### src/rtl/mac_unit_if.sv
// Command/result bundle between the execute-stage controller (master) and mac_unit (slave).
interface mac_unit_if #(
  parameter int WIDTH = 32
);
  logic             Start;
  logic [5:0]       Func;
  logic [WIDTH-1:0] A;
  logic [WIDTH-1:0] B;
  logic             Flush;
  logic             Ready;
  logic             Busy;
  logic             Done;
  logic [WIDTH-1:0] Out;
  logic             OutValid;
  logic             C;
  logic             Z;
  logic             O;
  logic             N;

  modport master (
    output Start, Func, A, B, Flush,
    input  Ready, Busy, Done, Out, OutValid, C, Z, O, N
  );

  modport slave (
    input  Start, Func, A, B, Flush,
    output Ready, Busy, Done, Out, OutValid, C, Z, O, N
  );
endinterface

### src/rtl/mac_unit.sv
// Iterative multiply-accumulate unit owning the HI/LO accumulator.
// Retires STEP multiplier bits per cycle, then combines the product with HI/LO.
module mac_unit #(
  parameter int WIDTH = 32,
  parameter int STEP  = 4
) (
  input  logic      Clock,
  input  logic      nReset,
  mac_unit_if.slave bus
);
  localparam logic [5:0] FUNC_MFHI  = 6'h10;
  localparam logic [5:0] FUNC_MTHI  = 6'h11;
  localparam logic [5:0] FUNC_MFLO  = 6'h12;
  localparam logic [5:0] FUNC_MTLO  = 6'h13;
  localparam logic [5:0] FUNC_MULT  = 6'h18;
  localparam logic [5:0] FUNC_MULTU = 6'h19;
  localparam logic [5:0] FUNC_MADD  = 6'h1C;
  localparam logic [5:0] FUNC_MADDU = 6'h1D;
  localparam logic [5:0] FUNC_MSUB  = 6'h1E;
  localparam logic [5:0] FUNC_MSUBU = 6'h1F;

  localparam int N_STEPS = WIDTH / STEP;
  localparam int CNT_W   = $clog2(N_STEPS) + 1;
  localparam int AW      = 2 * WIDTH;

  if (!(STEP == 1 || STEP == 2 || STEP == 4 || STEP == 8) || (WIDTH % STEP != 0)) begin : g_bad_param
    $error("mac_unit: STEP must be 1, 2, 4 or 8 and divide WIDTH");
  end

  typedef enum logic [1:0] {IDLE, MUL, FIN} state_t;

  function automatic logic is_mul_op(input logic [5:0] f);
    return (f == FUNC_MULT) || (f == FUNC_MULTU) || (f == FUNC_MADD) ||
           (f == FUNC_MADDU) || (f == FUNC_MSUB) || (f == FUNC_MSUBU);
  endfunction

  function automatic logic is_signed_op(input logic [5:0] f);
    return (f == FUNC_MULT) || (f == FUNC_MADD) || (f == FUNC_MSUB);
  endfunction

  state_t            state_q, state_d;
  logic [AW-1:0]     acc_q, acc_d;
  logic [AW-1:0]     mcand_q, mcand_d;
  logic [AW-1:0]     prod_q, prod_d;
  logic [WIDTH-1:0]  mplier_q, mplier_d;
  logic [WIDTH-1:0]  out_q, out_d;
  logic [5:0]        func_q, func_d;
  logic [CNT_W-1:0]  cnt_q, cnt_d;
  logic              neg_q, neg_d;
  logic              c_q, c_d, z_q, z_d, o_q, o_d, n_q, n_d;
  logic              done_q, done_d, out_valid_q, out_valid_d;

  logic              accept;
  logic              op_signed;
  logic [WIDTH-1:0]  a_mag, b_mag;
  logic [AW-1:0]     partial, p_final;
  logic [AW:0]       sum_ext;

  always_comb begin
    state_d     = state_q;
    acc_d       = acc_q;
    mcand_d     = mcand_q;
    prod_d      = prod_q;
    mplier_d    = mplier_q;
    out_d       = out_q;
    func_d      = func_q;
    cnt_d       = cnt_q;
    neg_d       = neg_q;
    c_d         = c_q;
    z_d         = z_q;
    o_d         = o_q;
    n_d         = n_q;
    done_d      = 1'b0;
    out_valid_d = 1'b0;
    op_signed   = 1'b0;
    a_mag       = bus.A;
    b_mag       = bus.B;
    partial     = '0;
    p_final     = '0;
    sum_ext     = '0;
    accept      = bus.Start && (state_q == IDLE) && !bus.Flush;

    case (state_q)
      IDLE: begin
        if (accept) begin
          case (bus.Func)
            FUNC_MTHI: acc_d[AW-1:WIDTH] = bus.A;
            FUNC_MTLO: acc_d[WIDTH-1:0]  = bus.A;
            FUNC_MFHI: begin
              out_d       = acc_q[AW-1:WIDTH];
              out_valid_d = 1'b1;
            end
            FUNC_MFLO: begin
              out_d       = acc_q[WIDTH-1:0];
              out_valid_d = 1'b1;
            end
            default: begin
              if (is_mul_op(bus.Func)) begin
                op_signed = is_signed_op(bus.Func);
                if (op_signed && bus.A[WIDTH-1]) a_mag = -bus.A;
                if (op_signed && bus.B[WIDTH-1]) b_mag = -bus.B;
                mcand_d  = {{WIDTH{1'b0}}, a_mag};
                mplier_d = b_mag;
                prod_d   = '0;
                func_d   = bus.Func;
                neg_d    = op_signed && (bus.A[WIDTH-1] ^ bus.B[WIDTH-1]);
                cnt_d    = CNT_W'(N_STEPS - 1);
                state_d  = MUL;
              end
            end
          endcase
        end
      end

      MUL: begin
        if (bus.Flush) begin
          state_d = IDLE;
        end else begin
          for (int i = 0; i < STEP; i++) begin
            if (mplier_q[i]) partial = partial + (mcand_q << i);
          end
          prod_d   = prod_q + partial;
          mcand_d  = mcand_q << STEP;
          mplier_d = mplier_q >> STEP;
          if (cnt_q == '0) state_d = FIN;
          else             cnt_d   = cnt_q - CNT_W'(1);
        end
      end

      FIN: begin
        state_d = IDLE;
        if (!bus.Flush) begin
          op_signed = is_signed_op(func_q);
          p_final   = neg_q ? -prod_q : prod_q;
          case (func_q)
            FUNC_MADD, FUNC_MADDU: begin
              sum_ext = {1'b0, acc_q} + {1'b0, p_final};
              c_d     = sum_ext[AW];
              o_d     = op_signed ? ((acc_q[AW-1] == p_final[AW-1]) && (sum_ext[AW-1] != acc_q[AW-1]))
                                  : sum_ext[AW];
            end
            FUNC_MSUB, FUNC_MSUBU: begin
              // The extra top bit of the subtraction is the borrow (Acc < P unsigned).
              sum_ext = {1'b0, acc_q} - {1'b0, p_final};
              c_d     = sum_ext[AW];
              o_d     = op_signed ? ((acc_q[AW-1] != p_final[AW-1]) && (sum_ext[AW-1] != acc_q[AW-1]))
                                  : sum_ext[AW];
            end
            default: begin
              sum_ext = {1'b0, p_final};
              c_d     = 1'b0;
              o_d     = 1'b0;
            end
          endcase
          acc_d  = sum_ext[AW-1:0];
          z_d    = (acc_d == '0);
          n_d    = acc_d[AW-1];
          done_d = 1'b1;
        end
      end

      default: state_d = IDLE;
    endcase
  end

  always_ff @(posedge Clock or negedge nReset) begin
    if (!nReset) begin
      state_q     <= IDLE;
      acc_q       <= '0;
      mcand_q     <= '0;
      prod_q      <= '0;
      mplier_q    <= '0;
      out_q       <= '0;
      func_q      <= '0;
      cnt_q       <= '0;
      neg_q       <= 1'b0;
      c_q         <= 1'b0;
      z_q         <= 1'b0;
      o_q         <= 1'b0;
      n_q         <= 1'b0;
      done_q      <= 1'b0;
      out_valid_q <= 1'b0;
    end else begin
      state_q     <= state_d;
      acc_q       <= acc_d;
      mcand_q     <= mcand_d;
      prod_q      <= prod_d;
      mplier_q    <= mplier_d;
      out_q       <= out_d;
      func_q      <= func_d;
      cnt_q       <= cnt_d;
      neg_q       <= neg_d;
      c_q         <= c_d;
      z_q         <= z_d;
      o_q         <= o_d;
      n_q         <= n_d;
      done_q      <= done_d;
      out_valid_q <= out_valid_d;
    end
  end

  assign bus.Ready    = (state_q == IDLE);
  assign bus.Busy     = (state_q != IDLE);
  assign bus.Done     = done_q;
  assign bus.Out      = out_q;
  assign bus.OutValid = out_valid_q;
  assign bus.C        = c_q;
  assign bus.Z        = z_q;
  assign bus.O        = o_q;
  assign bus.N        = n_q;
endmodule

### src/flat_wrapper.sv
// flat-port wrapper written by rule: the top's interface ports become plain ports
module mac_unit_flat 
#(
  parameter int WIDTH = 32,
  parameter int STEP  = 4
)
  (Clock, nReset, bus_Start, bus_Func, bus_A, bus_B, bus_Flush, bus_Ready, bus_Busy, bus_Done, bus_Out, bus_OutValid, bus_C, bus_Z, bus_O, bus_N);
  mac_unit_if #(.WIDTH(WIDTH)) bus_i ();
  input  logic Clock;
  input  logic nReset;
  input wire logic [$bits(bus_i.Start)-1:0] bus_Start;
  input wire logic [$bits(bus_i.Func)-1:0] bus_Func;
  input wire logic [$bits(bus_i.A)-1:0] bus_A;
  input wire logic [$bits(bus_i.B)-1:0] bus_B;
  input wire logic [$bits(bus_i.Flush)-1:0] bus_Flush;
  output wire logic [$bits(bus_i.Ready)-1:0] bus_Ready;
  output wire logic [$bits(bus_i.Busy)-1:0] bus_Busy;
  output wire logic [$bits(bus_i.Done)-1:0] bus_Done;
  output wire logic [$bits(bus_i.Out)-1:0] bus_Out;
  output wire logic [$bits(bus_i.OutValid)-1:0] bus_OutValid;
  output wire logic [$bits(bus_i.C)-1:0] bus_C;
  output wire logic [$bits(bus_i.Z)-1:0] bus_Z;
  output wire logic [$bits(bus_i.O)-1:0] bus_O;
  output wire logic [$bits(bus_i.N)-1:0] bus_N;
  assign bus_i.Start = bus_Start;
  assign bus_i.Func = bus_Func;
  assign bus_i.A = bus_A;
  assign bus_i.B = bus_B;
  assign bus_i.Flush = bus_Flush;
  assign bus_Ready = bus_i.Ready;
  assign bus_Busy = bus_i.Busy;
  assign bus_Done = bus_i.Done;
  assign bus_Out = bus_i.Out;
  assign bus_OutValid = bus_i.OutValid;
  assign bus_C = bus_i.C;
  assign bus_Z = bus_i.Z;
  assign bus_O = bus_i.O;
  assign bus_N = bus_i.N;
  mac_unit #(.WIDTH(WIDTH), .STEP(STEP)) u_core (.Clock(Clock), .nReset(nReset), .bus(bus_i));
endmodule
### config.mk
export PLATFORM = sky130hd
export DESIGN_NAME = mac_unit_flat
export DESIGN_NICKNAME = d
export VERILOG_FILES = /design/src/rtl/mac_unit_if.sv /design/src/rtl/mac_unit.sv /design/src/flat_wrapper.sv
export SDC_FILE = /design/constraint.sdc
export NUM_CORES = 2
export LEC_CHECK = 0
export ABC_AREA = 1
export CORE_MARGIN = 3
export CORE_UTILIZATION = 59
export CTS_CLUSTER_DIAMETER = 30
export DETAILED_ROUTE_END_ITERATION = 10
export HOLD_SLACK_MARGIN = 0.02
export PLACE_DENSITY = 0.8
export SETUP_SLACK_MARGIN = 0.05
export SYNTH_ARGS = -nofsm -noshare
export SYNTH_HDL_FRONTEND = slang
export SYNTH_SLANG_ARGS = --single-unit
### constraint.sdc
create_clock -name Clock -period 8.1 [get_ports Clock]
set_clock_uncertainty 0.05 [all_clocks]
set_input_delay 0.81 -clock Clock [delete_from_list [all_inputs] [get_ports Clock]]
set_output_delay 0.81 -clock Clock [all_outputs]
set_load 0.05 [all_outputs]
==> implementation parameters, run 1 <==
Parameter                              Value

Yosys
  Yosys warnings    0
  Top post-synthesis cells by area    nand2_1 16%, dfrtp_1 15%, ha_1 10%, inv_1 9.9%, nor2_1 8.8%
  Synthesized instance count    8092
  Top post-synthesis cells by count    1954 x nand2_1, 1212 x inv_1, 1074 x nor2_1, 670 x o21ai_0, 622 x a21oi_1
  Post-synthesis instance area    45980 µm²
  Yosys top cell by area    nand2_1
  Top FF cell, synth    dfrtp_1
  Seq cells post-synth    275
  Most numerous cell in the Yosys netlist    nand2_1
  Proportion of register bits with asynchronous set or reset after synthesis    100.0%
  Syn Nets    8546
  Part of the Yosys area used for sequential elements    14.97%
  Per-instance average area after synthesis    5.682 µm²
  EDFF count, synth    0
  Share of Yosys cell area claimed by the top area cell type    15.95%
  Unique masters post-synth    66

Clocking
  Clk sinks    275
  Number of buffers added by the clock tree synthesis step    82
  Max Buffers Root-to-Sink    3
  Number of buffers inserted for hold repair after clock tree synthesis    0
  Buffer cell driving the clock tree root    clkbuf_16
  H-tree depth    3

Placement
  Placed Instances    9444
  HPWL Detailed    178.1 mm
  Final weighted congestion in routability-driven placement    1.268
  Count of port buffers added during placement    113

Outcome
  Error msg    [ERROR GRT-0232] Routing congestion too high. Check the congestion heatmap in the GUI.
  Run status    aborted with a tool error
  Last step reached    5_1_grt

Floorplan
  Row count    101
  Vertical extent of the die    285.2 µm
  Horiz. Die Dim    285.2 µm
  Count of boundary I/O pins    114
  Initial cell density of the core    60.04%

GRT
  Largest net degree at the start of global routing    95
  Total congestion overflow after global routing    7
  GR Util All Layers    61.29%

Timing
  Worst endpoint left by the global-route repair_timing run    u_core.prod_q[63]$_DFFE_PN0P_/D
  Worst endpoint type    register data pin
## routing by layer
layer  overflow  global-route usage [%]
met1          0                   63.15
met2          6                   85.60
met3          0                   36.12
met4          1                   57.24
met5          0                   6.250
## stage by stage
| step | util (%) | setup TNS, ns | area [µm²] | hold slack (ns) | setup WS [ns] |
|---|---|---|---|---|---|
| after CTS | 71.12 | 0 | 54460 | 0.1755 | 0.03916 |
| after detailed placement | 66.25 | -7.181 | 50730 | 0.3897 | -0.6332 |
| after global placement | 66.25 | -5.169 | 50730 | 0.3859 | -0.5347 |
| after floorplan | - | 0 | 45980 | 0.3725 | 0.3746 |
## cells by family after synthesis
family                   synth area share (%)
AO/OA/AOI/OAI                           23.31
XOR/XNOR                                4.000
adder cells (fa/ha/maj)                 10.44
buffers and inverters                   12.04
flip-flops                              14.97
multiplexers                          0.02177
AND/OR/NAND/NOR                         35.23
## timing repair
| action | in CTS |
|---|---|
| gates resized for setup | 107 |
| pin swaps | 17 |
| setup endpoints to repair | 21 |
| setup buffers | 11 |
==> run 2, diff against run 1 <==
--- a/config.mk
+++ b/config.mk
@@ -7,12 +7,9 @@
 export LEC_CHECK = 0
 export ABC_AREA = 1
 export CORE_MARGIN = 3
-export CORE_UTILIZATION = 59
-export CTS_CLUSTER_DIAMETER = 30
+export CORE_UTILIZATION = 40
 export DETAILED_ROUTE_END_ITERATION = 10
-export HOLD_SLACK_MARGIN = 0.02
-export PLACE_DENSITY = 0.8
-export SETUP_SLACK_MARGIN = 0.05
+export PLACE_DENSITY_LB_ADDON = 0.15
 export SYNTH_ARGS = -nofsm -noshare
 export SYNTH_HDL_FRONTEND = slang
 export SYNTH_SLANG_ARGS = --single-unit
==> constraint.sdc (replaced) <==
create_clock -name Clock -period 10.5 [get_ports Clock]
set_clock_uncertainty 0.05 [all_clocks]
set_input_delay 1.05 -clock Clock [delete_from_list [all_inputs] [get_ports Clock]]
set_output_delay 1.05 -clock Clock [all_outputs]
set_load 0.05 [all_outputs]
==> run 2 against run 1 <==
Against the previous run: the flow now finishes, with violations (max-capacitance violations, max-slew violations); synthesized cell count is the same; synthesized area is the same.
==> implementation parameters, run 2 <==
Parameter                              Value

Outcome
  Run status    complete, but fails checks
  Failing checks    max-capacitance violations, max-slew violations

Timing
  Final period utilization    95.02%
  Worst-case setup margin in the final layout    0.5231 ns
  Final max-slew violation count    6
  Maximum operating frequency    100.2 MHz
  Unrepaired setup endpoints after global routing    no
  Final Hold Fails    0
  Slew at the pin with the worst max-slew slack    1.674 ns
  Setup TNS    0 ns
  Worst relative slew slack    -11.62%
  Setup Viol. Count Final    0
  Post-route minimum period    9.977 ns

Yosys
  Proportion of register bits with asynchronous set or reset after synthesis    100.0% (unchanged)
  Part of the Yosys area used for sequential elements    14.97% (unchanged)
  Top FF cell, synth    dfrtp_1
  Syn Nets    8546 (unchanged)
  Yosys warnings    0 (unchanged)
  Synthesized instance count    8092 (unchanged)
  Seq cells post-synth    275 (unchanged)
  Per-instance average area after synthesis    5.682 µm² (unchanged)
  Top post-synthesis cells by count    1954 x nand2_1, 1212 x inv_1, 1074 x nor2_1, 670 x o21ai_0, 622 x a21oi_1
  Unique masters post-synth    66 (unchanged)
  Share of Yosys cell area claimed by the top area cell type    15.95% (unchanged)
  EDFF count, synth    0 (unchanged)
  Most numerous cell in the Yosys netlist    nand2_1
  Top post-synthesis cells by area    nand2_1 16%, dfrtp_1 15%, ha_1 10%, inv_1 9.9%, nor2_1 8.8%
  Yosys top cell by area    nand2_1
  Post-synthesis instance area    45980 µm² (unchanged)

Detailed routing
  Drt first pass iters    8
  Via-per-instance ratio    5.839
  Routed length per placed instance    26.12 µm
  DR iter-0 viols    5632
  Number of routed nets with antenna violations    0
  Final routed wirelength across all metal layers    251.7 mm
  Routed via count    56250
  Final routed DRC violation total    0

GRT
  Largest net degree at the start of global routing    96
  GR Util All Layers    40.50%
  Total congestion overflow after global routing    0
  Initial antenna violation count    4
  Via count of the first global-routing pass    53980
  First-pass GRT wire length    357.6 mm

Clocking
  Clk sinks    275 (unchanged)
  Number of buffers added by the clock tree synthesis step    42 (-49%)
  TritonCTS clock tree    built
  Buffer cell driving the clock tree root    clkbuf_16
  H-tree depth    2 (-1)
  Max Buffers Root-to-Sink    3 (unchanged)
  Number of buffers inserted for hold repair after clock tree synthesis    0 (unchanged)
  Skew-Pair Late Insertion Delay    0.66 ns
  Clock Pin Slew Worst Setup and Hold Paths    0.06 ns

Critical path
  CP max stage cell    a21oi_1
  Capturing element type of the critical path    flip-flop
  Critical path's largest stage delay    0.69 ns
  Data arrival at the endpoint of the critical path    10.43 ns
  Top delay family on crit path    compound AO/OA/AOI/OAI gates
  Top cell by count, worst path    nand2_1
  Kind of start point of the critical path    flip-flop
  Data required time at the worst endpoint    10.95 ns
  Register-to-register setup slack    0.52 ns
  Setup Crit Path Kind    flip-flop to flip-flop
  Worst Path Buf+Inv    6
  Biggest fanout along the worst timing path    21

Floorplan
  Initial cell density of the core    40.59% (-19 points)
  Row count    123 (+22%)
  Die Outline Area    119100 µm²
  Count of boundary I/O pins    114 (unchanged)
  Horiz. Die Dim    345.0 µm (+21%)
  Vertical extent of the die    345.0 µm (+21%)
  Core Box Area    113300 µm²

Layout
  Final Instance Area    50100 µm²
  Area overhead of the layout relative to synthesis    8.961%
  Leading cell type in the layout, fill and taps excluded    nand2_1
  Commonest non-fill, non-tap cells in the layout    1954 x nand2_1, 1208 x inv_1, 1071 x nor2_1, 667 x o21ai_0, 622 x a21oi_1
  Net count, final    8551
  Registers with the most flip-flops    u_core.acc_q x64, u_core.mcand_q x64, u_core.prod_q x64
  Proportion of layout cells with a drive suffix above 1    3.617%

Min path
  Type of the tightest min-delay check    input port to async pin

Placement
  Placement-stage cell area    48550 µm² (-4.3%)
  Final weighted congestion in routability-driven placement    1.090 (-14%)
  Count of port buffers added during placement    113 (unchanged)
  HPWL Detailed    209.8 mm (+18%)
  Worst-case setup slack after placement    0.5803 ns (+1.213 ns)

Run
  Maximum Capacitance Violations    1
## run 2: cell counts after synthesis
No cell type changed its count.
## run 2: cell type report
type / count / area (µm²)
fill: 12690 / 63170
timing repair buffer: 176 / 1607
clock buffer: 50 / 1091
multi-input combinational: 6373 / 33620
inverter: 1229 / 4617
clock inverter: 25 / 392.9
tap: 1500 / 1877
antenna: 5 / 12.51
sequential: 275 / 6885
## run 2: cell families after synthesis
| family | after synthesis | synth area share (%) |
|---|---|---|
| AOI/OAI and AO/OA | 1880 | 23.31 |
| xor gates and xnor gates | 210 | 4.000 |
| adders and majority gates | 380 | 10.44 |
| buffers and inverters | 1444 | 12.04 |
| DFF | 275 | 14.97 |
| muxes | 1 | 0.02177 |
| and+or+nand+nor | 3902 | 35.23 |
## run 2: through the flow
step | hold slack, ns | utilization, % | std cells
2_1_floorplan | 0.3725 | - | 8092
3_3_place_gp | 0.3867 | 42.86 | 9547
3_5_place_dp | 0.3908 | 42.86 | 9547
4_1_cts | 0.3786 | 44.17 | 9622
5_1_grt | 0.4171 | 44.22 | 9630
6_report | 0.3615 | 44.23 | 9633
## run 2: repair_timing
| item | 4_1_cts | 5_1_grt |
|---|---|---|
| endpoints found under the setup margin | 0 | 17 |
| gates resized for setup | 0 | 2 |
| setup buffers | 0 | 4 |
| endpoints found under the hold margin | 0 | 0 |
## run 2: worst paths after layout
path,start,endpoint,depth (start not counted)
hold / removal,nReset,u_core.mplier_q[14],1
setup reg to reg,u_core.mplier_q[0],u_core.prod_q[38],43
min in group Clock,u_core.func_q[4],u_core.func_q[4],2
max in group asynchronous,nReset,u_core.acc_q[24],3
hold reg to reg,u_core.func_q[4],u_core.func_q[4],2
setup / recovery,u_core.mplier_q[0],u_core.prod_q[38],43
## run 2: per-layer routing
metal | vias to the layer above | wire length, µm | track usage, %
met5 | - | 0 | 0
met4 | 0 | 25380 | 33.34
met3 | 740 | 18670 | 6.433
met2 | 2630 | 114800 | 67.38
met1 | 26180 | 92770 | 45.72
li1 | 26700 | - | -
Power of run 2 is left out: the tool's default activity adds up to more than one toggle a clock period on the data nets, which glitch-free logic cannot reach.
